<file path="config.mk">
export PLATFORM = sky130hd
export DESIGN_NAME = dmem_port_arbiter_flat
export DESIGN_NICKNAME = d
export VERILOG_FILES = /design/src/rtl/dmem_arb_pkg.sv /design/src/rtl/dmem_port_arbiter_if.sv /design/src/rtl/dmem_rd_tag_pipe.sv /design/src/rtl/dmem_port_arbiter.sv /design/src/flat_wrapper.sv
export SDC_FILE = /design/constraint.sdc
export NUM_CORES = 1
export LEC_CHECK = 0
export BUFFER_PORTS_ARGS = -buffer_cell sky130_fd_sc_hd__buf_2
export CORE_MARGIN = 5
export CORE_UTILIZATION = 33
export CTS_BUF_LIST = sky130_fd_sc_hd__clkbuf_8
export CTS_CLUSTER_DIAMETER = 150
export DETAILED_ROUTE_END_ITERATION = 10
export PLACE_DENSITY = 0.8
export SETUP_SLACK_MARGIN = 0.2
export SYNTH_ARGS = -nofsm -noshare
export SYNTH_HDL_FRONTEND = slang
export SYNTH_HIERARCHICAL = 1
export SYNTH_SLANG_ARGS = --single-unit
</file>
<file path="constraint.sdc">
create_clock -name clk -period 2.83 [get_ports clk]
set_input_delay 0.1415 -clock clk [delete_from_list [all_inputs] [get_ports clk]]
set_output_delay 0.1415 -clock clk [all_outputs]
set_load 0.01 [all_outputs]
</file>
<file path="src/rtl/dmem_arb_pkg.sv">
// Shared types and helpers for the data-memory port arbiter.
// Index math is sized for the largest supported requester count (8).
package dmem_arb_pkg;

  localparam int unsigned ARB_FIXED = 0;
  localparam int unsigned ARB_RR    = 1;
  localparam int unsigned MAX_REQ   = 8;
  localparam int unsigned IDX_W     = 3;

  typedef logic [MAX_REQ-1:0] req_vec_t;
  typedef logic [IDX_W-1:0]   req_idx_t;

  typedef enum logic {
    ST_UNLOCKED = 1'b0,
    ST_LOCKED   = 1'b1
  } lock_state_e;

  typedef struct packed {
    logic     valid;
    req_idx_t idx;
  } rd_tag_t;

  function automatic req_idx_t onehot2idx(input req_vec_t oh);
    req_idx_t idx;
    idx = '0;
    for (int unsigned i = 0; i < MAX_REQ; i++) begin
      if (oh[i]) idx = idx | IDX_W'(i);
    end
    return idx;
  endfunction

  // First requester at or after ptr, wrapping modulo n; one-hot result.
  function automatic req_vec_t rr_pick(input req_vec_t req, input req_idx_t ptr,
                                       input int unsigned n);
    req_vec_t    g;
    int unsigned j;
    g = '0;
    for (int unsigned i = 0; i < MAX_REQ; i++) begin
      j = 32'(ptr) + i;
      if (j >= n) j = j - n;
      if ((i < n) && (g == '0) && req[j[IDX_W-1:0]]) g[j[IDX_W-1:0]] = 1'b1;
    end
    return g;
  endfunction

endpackage

</file>
<file path="src/rtl/dmem_port_arbiter_if.sv">
// Requester-side and RAM-side signals of one arbitrated data-memory port.
interface dmem_port_arbiter_if #(
  parameter int unsigned N_REQ = 3,
  parameter int unsigned AW    = 16,
  parameter int unsigned DW    = 16
);
  logic [N_REQ-1:0]    req;
  logic [N_REQ-1:0]    req_wr;
  logic [N_REQ-1:0]    req_lock;
  logic [N_REQ*AW-1:0] req_addr;
  logic [N_REQ*DW-1:0] req_wdata;
  logic [N_REQ-1:0]    gnt;
  logic [N_REQ-1:0]    rvalid;
  logic [DW-1:0]       rdata;
  logic [AW-1:0]       mem_addr;
  logic [DW-1:0]       mem_wdata;
  logic                mem_ren;
  logic                mem_wren;
  logic [DW-1:0]       mem_q;

  modport slave (
    input  req, req_wr, req_lock, req_addr, req_wdata, mem_q,
    output gnt, rvalid, rdata, mem_addr, mem_wdata, mem_ren, mem_wren
  );

  modport master (
    output req, req_wr, req_lock, req_addr, req_wdata, mem_q,
    input  gnt, rvalid, rdata, mem_addr, mem_wdata, mem_ren, mem_wren
  );
endinterface

</file>
<file path="src/rtl/dmem_rd_tag_pipe.sv">
// RD_LAT-deep shift register of read tags {valid, requester index}.
// tag_next_c is the tag about to enter the last stage, used to time rdata capture.
module dmem_rd_tag_pipe
  import dmem_arb_pkg::*;
#(
  parameter int unsigned RD_LAT = 1
) (
  input  logic    clk,
  input  logic    rst,
  input  rd_tag_t tag_in,
  output rd_tag_t tag_next_c,
  output rd_tag_t tag_out
);

  rd_tag_t stage_q [RD_LAT];
  rd_tag_t stage_d [RD_LAT];

  always_comb begin
    stage_d[0] = tag_in;
    for (int unsigned i = 1; i < RD_LAT; i++) stage_d[i] = stage_q[i-1];
  end

  always_ff @(posedge clk or posedge rst) begin
    if (rst) begin
      for (int unsigned i = 0; i < RD_LAT; i++) stage_q[i] <= '0;
    end else begin
      for (int unsigned i = 0; i < RD_LAT; i++) stage_q[i] <= stage_d[i];
    end
  end

  generate
    if (RD_LAT == 1) begin : g_lat1
      assign tag_next_c = tag_in;
    end else begin : g_latn
      assign tag_next_c = stage_q[RD_LAT-2];
    end
  endgenerate

  assign tag_out = stage_q[RD_LAT-1];

endmodule

</file>
<file path="src/rtl/dmem_port_arbiter.sv">
// N-requester arbiter for one shared data-memory RAM port: fixed-priority or
// round-robin grant, burst locking, and tagged read return to the issuer.
module dmem_port_arbiter
  import dmem_arb_pkg::*;
#(
  parameter int unsigned N_REQ    = 3,
  parameter int unsigned AW       = 16,
  parameter int unsigned DW       = 16,
  parameter int unsigned RD_LAT   = 1,
  parameter int unsigned ARB_MODE = ARB_FIXED
) (
  input logic                clk,
  input logic                rst,
  dmem_port_arbiter_if.slave bus
);

  lock_state_e   state_q, state_d;
  req_idx_t      lock_owner_q, lock_owner_d;
  req_idx_t      rr_ptr_q, rr_ptr_d;
  logic [DW-1:0] rdata_q, rdata_d;

  req_vec_t req_v, wr_v, lock_v, pick;
  req_idx_t gnt_idx;
  logic     any_gnt, lock_eff, lock_sel;
  rd_tag_t  tag_in, tag_next, tag_out;

  assign req_v  = MAX_REQ'(bus.req);
  assign wr_v   = MAX_REQ'(bus.req_wr);
  assign lock_v = MAX_REQ'(bus.req_lock);

  always_ff @(posedge clk or posedge rst) begin
    if (rst) begin
      state_q      <= ST_UNLOCKED;
      lock_owner_q <= '0;
      rr_ptr_q     <= '0;
      rdata_q      <= '0;
    end else begin
      state_q      <= state_d;
      lock_owner_q <= lock_owner_d;
      rr_ptr_q     <= rr_ptr_d;
      rdata_q      <= rdata_d;
    end
  end

  // Grant selection and RAM mux; an out-of-range owner is treated as unlocked.
  always_comb begin
    pick          = '0;
    bus.gnt       = '0;
    bus.mem_addr  = '0;
    bus.mem_wdata = '0;
    bus.mem_ren   = 1'b0;
    bus.mem_wren  = 1'b0;
    lock_eff      = (state_q == ST_LOCKED) && (32'(lock_owner_q) < N_REQ) &&
                    req_v[lock_owner_q];
    if (!rst) begin
      if (lock_eff) pick[lock_owner_q] = 1'b1;
      else pick = rr_pick(req_v, (ARB_MODE == ARB_RR) ? rr_ptr_q : req_idx_t'(0), N_REQ);
    end
    for (int unsigned i = 0; i < N_REQ; i++) begin
      if (pick[i]) begin
        bus.mem_addr  = bus.req_addr[i*AW +: AW];
        bus.mem_wdata = bus.req_wdata[i*DW +: DW];
        bus.mem_ren   = ~bus.req_wr[i];
        bus.mem_wren  = bus.req_wr[i];
      end
    end
    bus.gnt = pick[N_REQ-1:0];
  end

  assign gnt_idx  = onehot2idx(pick);
  assign any_gnt  = |pick;
  assign lock_sel = |(pick & lock_v);
  assign tag_in   = {any_gnt & ~(|(pick & wr_v)), gnt_idx};

  // Lock FSM, round-robin pointer and read-data capture.
  always_comb begin
    state_d      = state_q;
    lock_owner_d = lock_owner_q;
    rr_ptr_d     = rr_ptr_q;
    rdata_d      = rdata_q;
    case (state_q)
      ST_UNLOCKED: begin
        if (any_gnt && lock_sel) begin
          state_d      = ST_LOCKED;
          lock_owner_d = gnt_idx;
        end
      end
      ST_LOCKED: begin
        if (lock_eff) begin
          if (!lock_sel) state_d = ST_UNLOCKED;
        end else if (any_gnt && lock_sel) begin
          lock_owner_d = gnt_idx;
        end else begin
          state_d = ST_UNLOCKED;
        end
      end
      default: state_d = ST_UNLOCKED;
    endcase
    // Pointer holds through a burst and moves on the releasing grant.
    if (any_gnt && !(lock_eff && lock_sel)) begin
      rr_ptr_d = (32'(gnt_idx) + 1 >= N_REQ) ? req_idx_t'(0) : req_idx_t'(gnt_idx + 1'b1);
    end
    if (tag_next.valid) rdata_d = bus.mem_q;
  end

  dmem_rd_tag_pipe #(.RD_LAT(RD_LAT)) u_tag_pipe (
    .clk        (clk),
    .rst        (rst),
    .tag_in     (tag_in),
    .tag_next_c (tag_next),
    .tag_out    (tag_out)
  );

  always_comb begin
    bus.rvalid = '0;
    for (int unsigned i = 0; i < N_REQ; i++) begin
      if (tag_out.valid && (tag_out.idx == req_idx_t'(i))) bus.rvalid[i] = 1'b1;
    end
  end

  assign bus.rdata = rdata_q;

endmodule

</file>
<file path="src/flat_wrapper.sv">
// flat-port wrapper written by rule: the top's interface ports become plain ports
module dmem_port_arbiter_flat import dmem_arb_pkg::*;
#(
  parameter int unsigned N_REQ    = 3,
  parameter int unsigned AW       = 16,
  parameter int unsigned DW       = 16,
  parameter int unsigned RD_LAT   = 1,
  parameter int unsigned ARB_MODE = ARB_FIXED
)
  (clk, rst, bus_req, bus_req_wr, bus_req_lock, bus_req_addr, bus_req_wdata, bus_mem_q, bus_gnt, bus_rvalid, bus_rdata, bus_mem_addr, bus_mem_wdata, bus_mem_ren, bus_mem_wren);
  dmem_port_arbiter_if #(.N_REQ(N_REQ), .AW(AW), .DW(DW)) bus_i ();
  input logic clk;
  input logic rst;
  input wire logic [$bits(bus_i.req)-1:0] bus_req;
  input wire logic [$bits(bus_i.req_wr)-1:0] bus_req_wr;
  input wire logic [$bits(bus_i.req_lock)-1:0] bus_req_lock;
  input wire logic [$bits(bus_i.req_addr)-1:0] bus_req_addr;
  input wire logic [$bits(bus_i.req_wdata)-1:0] bus_req_wdata;
  input wire logic [$bits(bus_i.mem_q)-1:0] bus_mem_q;
  output wire logic [$bits(bus_i.gnt)-1:0] bus_gnt;
  output wire logic [$bits(bus_i.rvalid)-1:0] bus_rvalid;
  output wire logic [$bits(bus_i.rdata)-1:0] bus_rdata;
  output wire logic [$bits(bus_i.mem_addr)-1:0] bus_mem_addr;
  output wire logic [$bits(bus_i.mem_wdata)-1:0] bus_mem_wdata;
  output wire logic [$bits(bus_i.mem_ren)-1:0] bus_mem_ren;
  output wire logic [$bits(bus_i.mem_wren)-1:0] bus_mem_wren;
  assign bus_i.req = bus_req;
  assign bus_i.req_wr = bus_req_wr;
  assign bus_i.req_lock = bus_req_lock;
  assign bus_i.req_addr = bus_req_addr;
  assign bus_i.req_wdata = bus_req_wdata;
  assign bus_i.mem_q = bus_mem_q;
  assign bus_gnt = bus_i.gnt;
  assign bus_rvalid = bus_i.rvalid;
  assign bus_rdata = bus_i.rdata;
  assign bus_mem_addr = bus_i.mem_addr;
  assign bus_mem_wdata = bus_i.mem_wdata;
  assign bus_mem_ren = bus_i.mem_ren;
  assign bus_mem_wren = bus_i.mem_wren;
  dmem_port_arbiter #(.N_REQ(N_REQ), .AW(AW), .DW(DW), .RD_LAT(RD_LAT), .ARB_MODE(ARB_MODE)) u_core (.clk(clk), .rst(rst), .bus(bus_i));
endmodule
</file>
==> results of run 1 <==
metal layers:
metal  track usage (%)  vias to the layer above  part of all wire [%]
li1                  -                     1006                     -
met1              19.5                      942                    37
met2              29.7                       96                    52
met3              3.80                        6                   9.1
met4              4.82                        0                   1.1
met5                 0                        -                     0
path summary, 6_finish.rpt:
kind	to	slack (ns)	cells after the start
max	bus_mem_addr[1]	0.52	7
min reg2reg	u_core/bus.rdata[13]	0.50	1
min	u_core/bus.rdata[4]	0.11	2
max reg2reg	u_core/bus.rdata[3]	0.54	7
max in group asynchronous	u_core/bus.rdata[12]	2.03	4
min in group asynchronous	u_core/u_tag_pipe/tag_out[2]	0.39	3
power by group:
group	switching, mW	internal [mW]
logic	0.190	0.216
registers	0.0232	0.389
clock network	0.101	0.124
cell type report:
| class | count | area, sq um |
|---|---|---|
| Antenna cell | 1 | 2.50 |
| Clock buffer | 4 | 55.1 |
| Fill cell | 501 | 2350 |
| Inverter | 6 | 22.5 |
| Multi-Input combinational cell | 127 | 1020 |
| Sequential cell | 24 | 601 |
| Tap cell | 70 | 87.6 |
| Timing Repair Buffer | 184 | 938 |
flip-flops by register name, summed over array words and instances, names as in the netlist:
name	cells
u_core/bus.rdata	16
u_core/lock_owner_q	3
u_core/state_q	1
u_core/u_tag_pipe/tag_out	4
per-stage QoR:
stage / worst slack (ns) / power (mW)
finish: 0.522 / 1.04
CTS: 0.555 / 1.06
floorplan: 0.221 / 0.630
global placement: 0.692 / 0.818
global route: 0.399 / 1.12
detailed placement: 0.588 / 0.828
==> results.yml, run 1 <==
status:
  outcome: "finished clean"
cts:
  cts-root-buf: "clkbuf_8"
  cts_tree: "yes"
  htreeDepth: 1
  clk_pin_slew_ns: 0.08
  post_cts_buffers: 0
  clockBufferDepth: 2
  hold_buffers: 1
  cts_inserted_buffers: 3
  cts-resized-gates: 0
  clkSinkCount: 24
  clk_latency_ns: 0.26
floorplanning:
  fp.dieH_um: 82.3
  fp.dieW_um: 82.3
  die_area_sq_mm: 0.00677
  rows: 26
  start_util_pct: 33.9
  ioPinCount: 179
  core-area_sq_mm: 0.00507
power:
  power.density_mw_per_mm2: 382
  ir_worst_vdd_mv: 0.230
  p_leak_nw: 1.72
timing:
  slew_viol_final: 0
  slew_headroom_pct: 64.8
  fmax_mhz: 433
  final.setup.tns_ns: 0
  rsz0062_at_grt: "false"
  fin_hold_ws_ns: 0.109
  period_needed_ns: 2.31
  setup_viol: 0
  hold_violations: 0
  finalCritPeriodShare_pct: 81.6
  skew_ns: 0.00630
  worst_pin_slew_ns: 0.523
place:
  place_inst: 410
  place_area_sq_mm: 0.00266
  gp_congestion: 0.910
  dp_hpwl_mm: 5.10
  io_buffers: 178
global_route:
  grt_max_degree: 37
  grt_use_total_pct: 16.6
  overflow: 0
  grt_pass1_vias: 2013
  grt_pass1_wl_mm: 8.97
  antenna_found_initial: 1
cells_and_area:
  design_area_sq_mm: 0.00273
  syn_to_final_growth_pct: 58.3
  final_util_pct: 53.7
  final_common_cell: "buf_2"
  final_nets: 469
  final_cell_mix: "178 x buf_2, 33 x a22o_1, 33 x a21o_1"
  drive_above_1_share_pct: 60.6
  layout.cells.non_filler: 416
setup_path:
  cp_max_fo: 33
  cp.arrival_ns: 2.17
  required_ns: 2.69
  critPathBufInv: 2
  r2r-start: "u_core/lock_owner_q[1]"
  critPathKind: "register to output port"
  path_cells: "nand3b_1, a21oi_1, nor3b_4, buf_4, a22o_1, a21o_1, buf_2"
  max_stage_delay_ns: 0.45
  crit_family: "compound AO/OA/AOI/OAI gates"
  cp-end-kind: "output port"
  start_kind: "register"
  critPathSlowestCell: "dfrtp_1"
  crit_start: "u_core/lock_owner_q[1]"
synthesis:
  synth-warning-count: 6
  syn-cell-area_sq_mm: 0.00172
  syn_avg_cell_area_sq_um: 10.1
  synthesis.nets: 293
  syn_inst: 170
flow_run:
  maxCapViolCount: 0
route:
  drtIter0Drc: 58
  route.detailed.drc: 0
  wirelength_mm: 6.14
  wl_per_cell_um: 14.8
  ant_nets: 0
  vias: 2050
  firstDrtPassIters: 4
  vias_per_cell: 4.93
hold_path:
  hp-class: "input pin to register"
  hp-start: "bus_mem_q[4]"
(Power assumes the default switching activity.)
==> run 2, diff against run 1 <==
Settings changed: CORE_UTILIZATION 33 to 37, PLACE_DENSITY 0.8 to 0.85.
Clock period 2.83 ns to 2.2 ns, I/O delays scaled along.
==> results.yml, run 2 (synthesized netlist as in run 1, its figures left out) <==
route:
  highest_layer: "met4"
  wl_met2_mm: 3.54
  vias: 2108
  route.met3.wl_um: 602
  route.detailed.drc: 0
  vias_per_cell: 5.24
  ant_nets: 0
  drtIter0Drc: 50
  firstDrtPassIters: 4
  wl_per_cell_um: 17.2
  met1_length_mm: 2.69
  wirelength_mm: 6.92
floorplanning:
  core-area_sq_mm: 0.00444
  rows: 24
  ioPinCount: 179
  die_area_sq_mm: 0.00612
  start_util_pct: 38.8
  fp.dieH_um: 78.2
  fp.dieW_um: 78.2
place:
  gp_congestion: 0.973
  dp_hpwl_mm: 5.40
  io_buffers: 178
  place_ws_ns: 0.0743
global_route:
  antenna_found_initial: 0
  overflow: 0
  grt_use_total_pct: 20.9
  grt_pass1_wl_mm: 10.4
  grt_pass1_vias: 2142
  grt_max_degree: 37
cts:
  clockBufferDepth: 2
  clk_pin_slew_ns: 0.07
  cts-root-buf: "clkbuf_8"
  cts_tree: "yes"
  clk_latency_ns: 0.25
  cts_inserted_buffers: 3
  htreeDepth: 1
  clkSinkCount: 24
power:
  p_leak_nw: 1.81
  seqPwrFrac_pct: 39.0
  power.density_mw_per_mm2: 474
  p_int_mw: 0.949
  p_sw_mw: 0.419
  swShare_pct: 30.6
  ir_worst_vdd_mv: 0.288
  power_frac_clock_pct: 17.5
  pwr-share-comb_pct: 43.4
timing:
  finalCritPeriodShare_pct: 96.7
  fin_hold_ws_ns: 0.0830
  skew_ns: 0.00164
  slew_viol_final: 0
  setup_viol: 0
  hold_violations: 0
  period_needed_ns: 2.13
  fmax_mhz: 470
  rsz0062_at_grt: "true"
  finalWorstSetupSlack_ns: 0.0733
setup_path:
  cp-end-kind: "register"
  start_kind: "register"
  critPathKind: "register to register"
  required_ns: 2.34
  cp_max_fo: 17
  cp.arrival_ns: 2.27
cells_and_area:
  final_common_cell: "buf_2"
  syn_to_final_growth_pct: 67.6
  largest_reg_flops: 16
  drive_above_1_share_pct: 62.6
  final_nets: 475
  diodes: 0
  final_cell_mix: "178 x buf_2, 33 x a22o_1, 33 x a21o_1"
hold_path:
  hp-class: "input pin to register"
status:
  outcome: "finished clean"
flow_run:
  maxCapViolCount: 0
run 2: cell count changes in the layout (fill, tap and decap cells not counted), moves of 2 or more:
cell	delta
clkbuf_16	+2
mux2_4	+10
mux2_2	-10
buf_12	+4
run 2: final cells by class:
type	count	area [sq um]
well taps	52	65.1
multi-input cells	127	1090
fillers	378	1560
inverters	6	22.5
clock buffers	3	41.3
flip-flops and latches	24	602
repair buffers	190	1070
run 2: per-layer routing:
layer	vias up	GRT usage [%]
met5	-	0
met4	0	6.12
met3	6	4.12
met2	110	36.4
met1	975	26.1
li1	1017	-
run 2: path summary, 6_finish.rpt:
path	slack, ns	endpoint	cells past startpoint	start
setup / recovery	0.07	u_core/bus.rdata[5]	7	u_core/lock_owner_q[1]
hold / removal	0.08	u_core/bus.rdata[8]	2	bus_mem_q[8]
setup reg to reg	0.07	u_core/bus.rdata[5]	7	u_core/lock_owner_q[1]
hold reg to reg	0.50	u_core/bus.rdata[7]	1	u_core/bus.rdata[7]
max in group asynchronous	1.39	u_core/lock_owner_q[1]	4	rst
min in group asynchronous	0.39	u_core/u_tag_pipe/tag_out[0]	3	rst
run 2: power by group through the flow:
| stage | Combinational (mW) | Sequential, mW | Clock, mW |
|---|---|---|---|
| 3_5_place_dp | 0.561 | 0.542 | 0 |
| 2_1_floorplan | 0.278 | 0.566 | 0 |
| 4_1_cts | 0.580 | 0.533 | 0.254 |
| 3_3_place_gp | 0.548 | 0.541 | 0 |
| 5_1_grt | 0.643 | 0.542 | 0.277 |
| 6_report | 0.594 | 0.534 | 0.240 |
run 2: timing repair:
action | 4_1_cts | 5_1_grt
hold buffers | 1 | 0
endpoints found under the hold margin | 11 | 0
gates resized for setup | 11 | 4
endpoints found under the setup margin | 50 | 51
pin swaps | 2 | 1
setup buffers | 2 | 1
gates cloned | 0 | 2
run 2: through the flow:
stage / TNS (ns) / instance area [sq um] / cells / utilization (%) / power, mW
4_1_cts: 0 / 2820 / 399 / 63.5 / 1.37
3_3_place_gp: 0 / 2710 / 393 / 61.0 / 1.09
2_1_floorplan: -0.110 / 1800 / 170 / - / 0.844
3_5_place_dp: 0 / 2710 / 393 / 61.0 / 1.10
5_1_grt: -0.0310 / 2890 / 402 / 65.0 / 1.46
6_report: 0 / 2890 / 402 / 65.0 / 1.37
run 2: critical path, cell delays in order (launching register included):
cell,delay (ns)
dfrtp_2,0.45
nand3b_1,0.22
o21a_1,0.18
o21ai_2,0.20
a21oi_4,0.12
a211oi_4,0.28
buf_12,0.20
mux2_2,0.35
==> run 3, diff against run 2 <==
Settings changed: CORE_UTILIZATION 37 to 35, PLACE_DENSITY 0.85 to 0.8.
==> results.yml, run 3 (synthesized netlist as in run 1, its figures left out) <==
status:
  outcome: "complete, but fails checks"
  failed_checks: "setup timing"
cells_and_area:
  nFillCells: 381
  final_common_cell: "buf_2"
  largest_reg_flops: 16
  design_area_sq_mm: 0.00310
  drive_above_1_share_pct: 64.4
  final_nets: 485
  final_util_pct: 65.2
  final_cell_mix: "176 x buf_2, 33 x a21o_1, 32 x a22o_1"
  diodes: 0
  syn_to_final_growth_pct: 80.0
route:
  ant_nets: 0
  route.detailed.drc: 0
  wl_per_cell_um: 17.6
  vias_per_cell: 5.09
  drtIter0Drc: 182
  firstDrtPassIters: 4
  wirelength_mm: 7.53
  vias: 2174
setup_path:
  critPathBufInv: 2
  cp.arrival_ns: 2.10
  crit_family: "simple AND/OR/NAND/NOR gates"
  path_cells: "and4b_2, o21ai_2, and4_4, bufbuf_16, a22o_1, a21o_1, buf_2"
  critPathKind: "register to output port"
  r2r_cells: 8
  r2r-start: "u_core/lock_owner_q[2]"
  r2r-end: "u_core/bus.rdata[11]"
  ff2ff_setup_slack_ns: 0.01
  required_ns: 2.09
  max_stage_delay_ns: 0.46
  cp_max_fo: 9
  start_kind: "register"
  cp-end-kind: "output port"
  critPathSlowestCell: "dfrtp_2"
global_route:
  grt_pass1_wl_mm: 10.5
  antenna_found_initial: 0
  overflow: 0
  grt_max_degree: 36
  grt_pass1_vias: 2159
  grt_use_total_pct: 20.6
timing:
  fmax_mhz: 452
  hold_violations: 0
  period_needed_ns: 2.21
  rsz0062_at_grt: "true"
  slew_viol_final: 0
  finalWorstSetupSlack_ns: -0.0103
  skew_ns: 0.00210
  finalCritPeriodShare_pct: 100
  setup_viol: 3
floorplanning:
  core-area_sq_mm: 0.00475
  die_area_sq_mm: 0.00643
  ioPinCount: 179
  start_util_pct: 36.2
  rows: 25
  fp.dieH_um: 80.2
  fp.dieW_um: 80.2
cts:
  clkSinkCount: 24
  clk_latency_ns: 0.26
  clockBufferDepth: 2
  htreeDepth: 1
  cts_tree: "yes"
  clk_pin_slew_ns: 0.08
  cts_inserted_buffers: 3
  cts-root-buf: "clkbuf_8"
flow_run:
  maxCapViolCount: 0
power:
  ir_worst_vdd_mv: 0.266
  seqPwrFrac_pct: 37.5
  power_frac_clock_pct: 17.0
  power.total_mw: 1.44
  p_int_mw: 0.994
  swShare_pct: 30.9
  pwr-share-comb_pct: 45.5
  p_sw_mw: 0.444
  power.density_mw_per_mm2: 464
  p_leak_nw: 1.92
place:
  io_buffers: 178
  place_ws_ns: 0.0448
  dp_hpwl_mm: 5.44
  gp_congestion: 0.865
  place_area_sq_mm: 0.00273
hold_path:
  hp-class: "input pin to asynchronous set/reset pin"
-- run 3: cell types whose count changed in the layout (fill, tap and decap cells not counted), moves of 2 or more --
cell,before,now
mux2_4,10,16
buf_6,0,3
buf_2,178,176
buf_4,5,11
o21ai_1,3,1
buf_16,0,2
mux2_2,6,0
-- run 3: worst max path at each step --
stage	cells past startpoint	slack, ns	endpoint	startpoint
2_1_floorplan	10	-0.01	u_core/bus.rdata[0]	u_core/lock_owner_q[1]
3_3_place_gp	7	0.13	u_core/bus.rdata[7]	u_core/lock_owner_q[1]
3_5_place_dp	7	0.04	u_core/bus.rdata[7]	u_core/lock_owner_q[1]
4_1_cts	7	0.09	bus_mem_wdata[8]	u_core/lock_owner_q[1]
5_1_grt	7	-0.08	bus_mem_wdata[10]	u_core/lock_owner_q[1]
6_report	7	-0.01	bus_mem_addr[5]	u_core/lock_owner_q[1]
-- run 3: layout make-up --
cell class,count,area [sq um],share of cell area (%)
well taps,67,83.8,2.70
multi-input cells,127,1130,36.5
clock buffers,3,41.3,1.33
flip-flops and latches,24,602,19.4
inverters,6,22.5,0.726
repair buffers,200,1220,39.3
-- run 3: power groups by stage --
stage	clock, mW	combinational (mW)	sequential (mW)
2_1_floorplan	0	0.278	0.566
3_3_place_gp	0	0.549	0.541
3_5_place_dp	0	0.558	0.543
4_1_cts	0.249	0.614	0.536
5_1_grt	0.271	0.699	0.546
6_report	0.245	0.655	0.539
-- run 3: per-layer routing --
| metal | wire (um) | vias up | track usage [%] | part of all wire [%] |
|---|---|---|---|---|
| li1 | - | 1032 | - | - |
| met1 | 2860 | 1000 | 25.3 | 38 |
| met2 | 3920 | 126 | 36.9 | 52 |
| met3 | 588 | 16 | 3.03 | 7.8 |
| met4 | 163 | 0 | 6.08 | 2.2 |
| met5 | 0 | - | 0 | 0 |
-- run 3: metrics by stage --
stage | std cells | TNS, ns | hold slack [ns]
finish | 427 | -0.0178 | 0.00398
CTS | 421 | 0 | 0.00298
floorplan | 170 | -0.110 | -0.124
global placement | 408 | 0 | 0.0887
global route | 427 | -1.94 | 0.0415
detailed placement | 408 | 0 | 0.0956
-- run 3: worst reg2reg max path: stages (launching register included) --
cell and delay (ns):
dfrtp_1 0.41, and4b_2 0.34, o21ai_2 0.07, and4_4 0.21, a22o_4 0.26, a211oi_4 0.17, buf_6 0.17, clkbuf_16 0.15
mux2_4 0.29
-- run 3: what timing repair did --
item	CTS	global route
gates cloned	3	2
endpoints found under the setup margin	50	50
pin swaps	8	6
resized for setup	18	10
hold buffers	1	0
endpoints found under the hold margin	4	0
buffers inserted	6	4
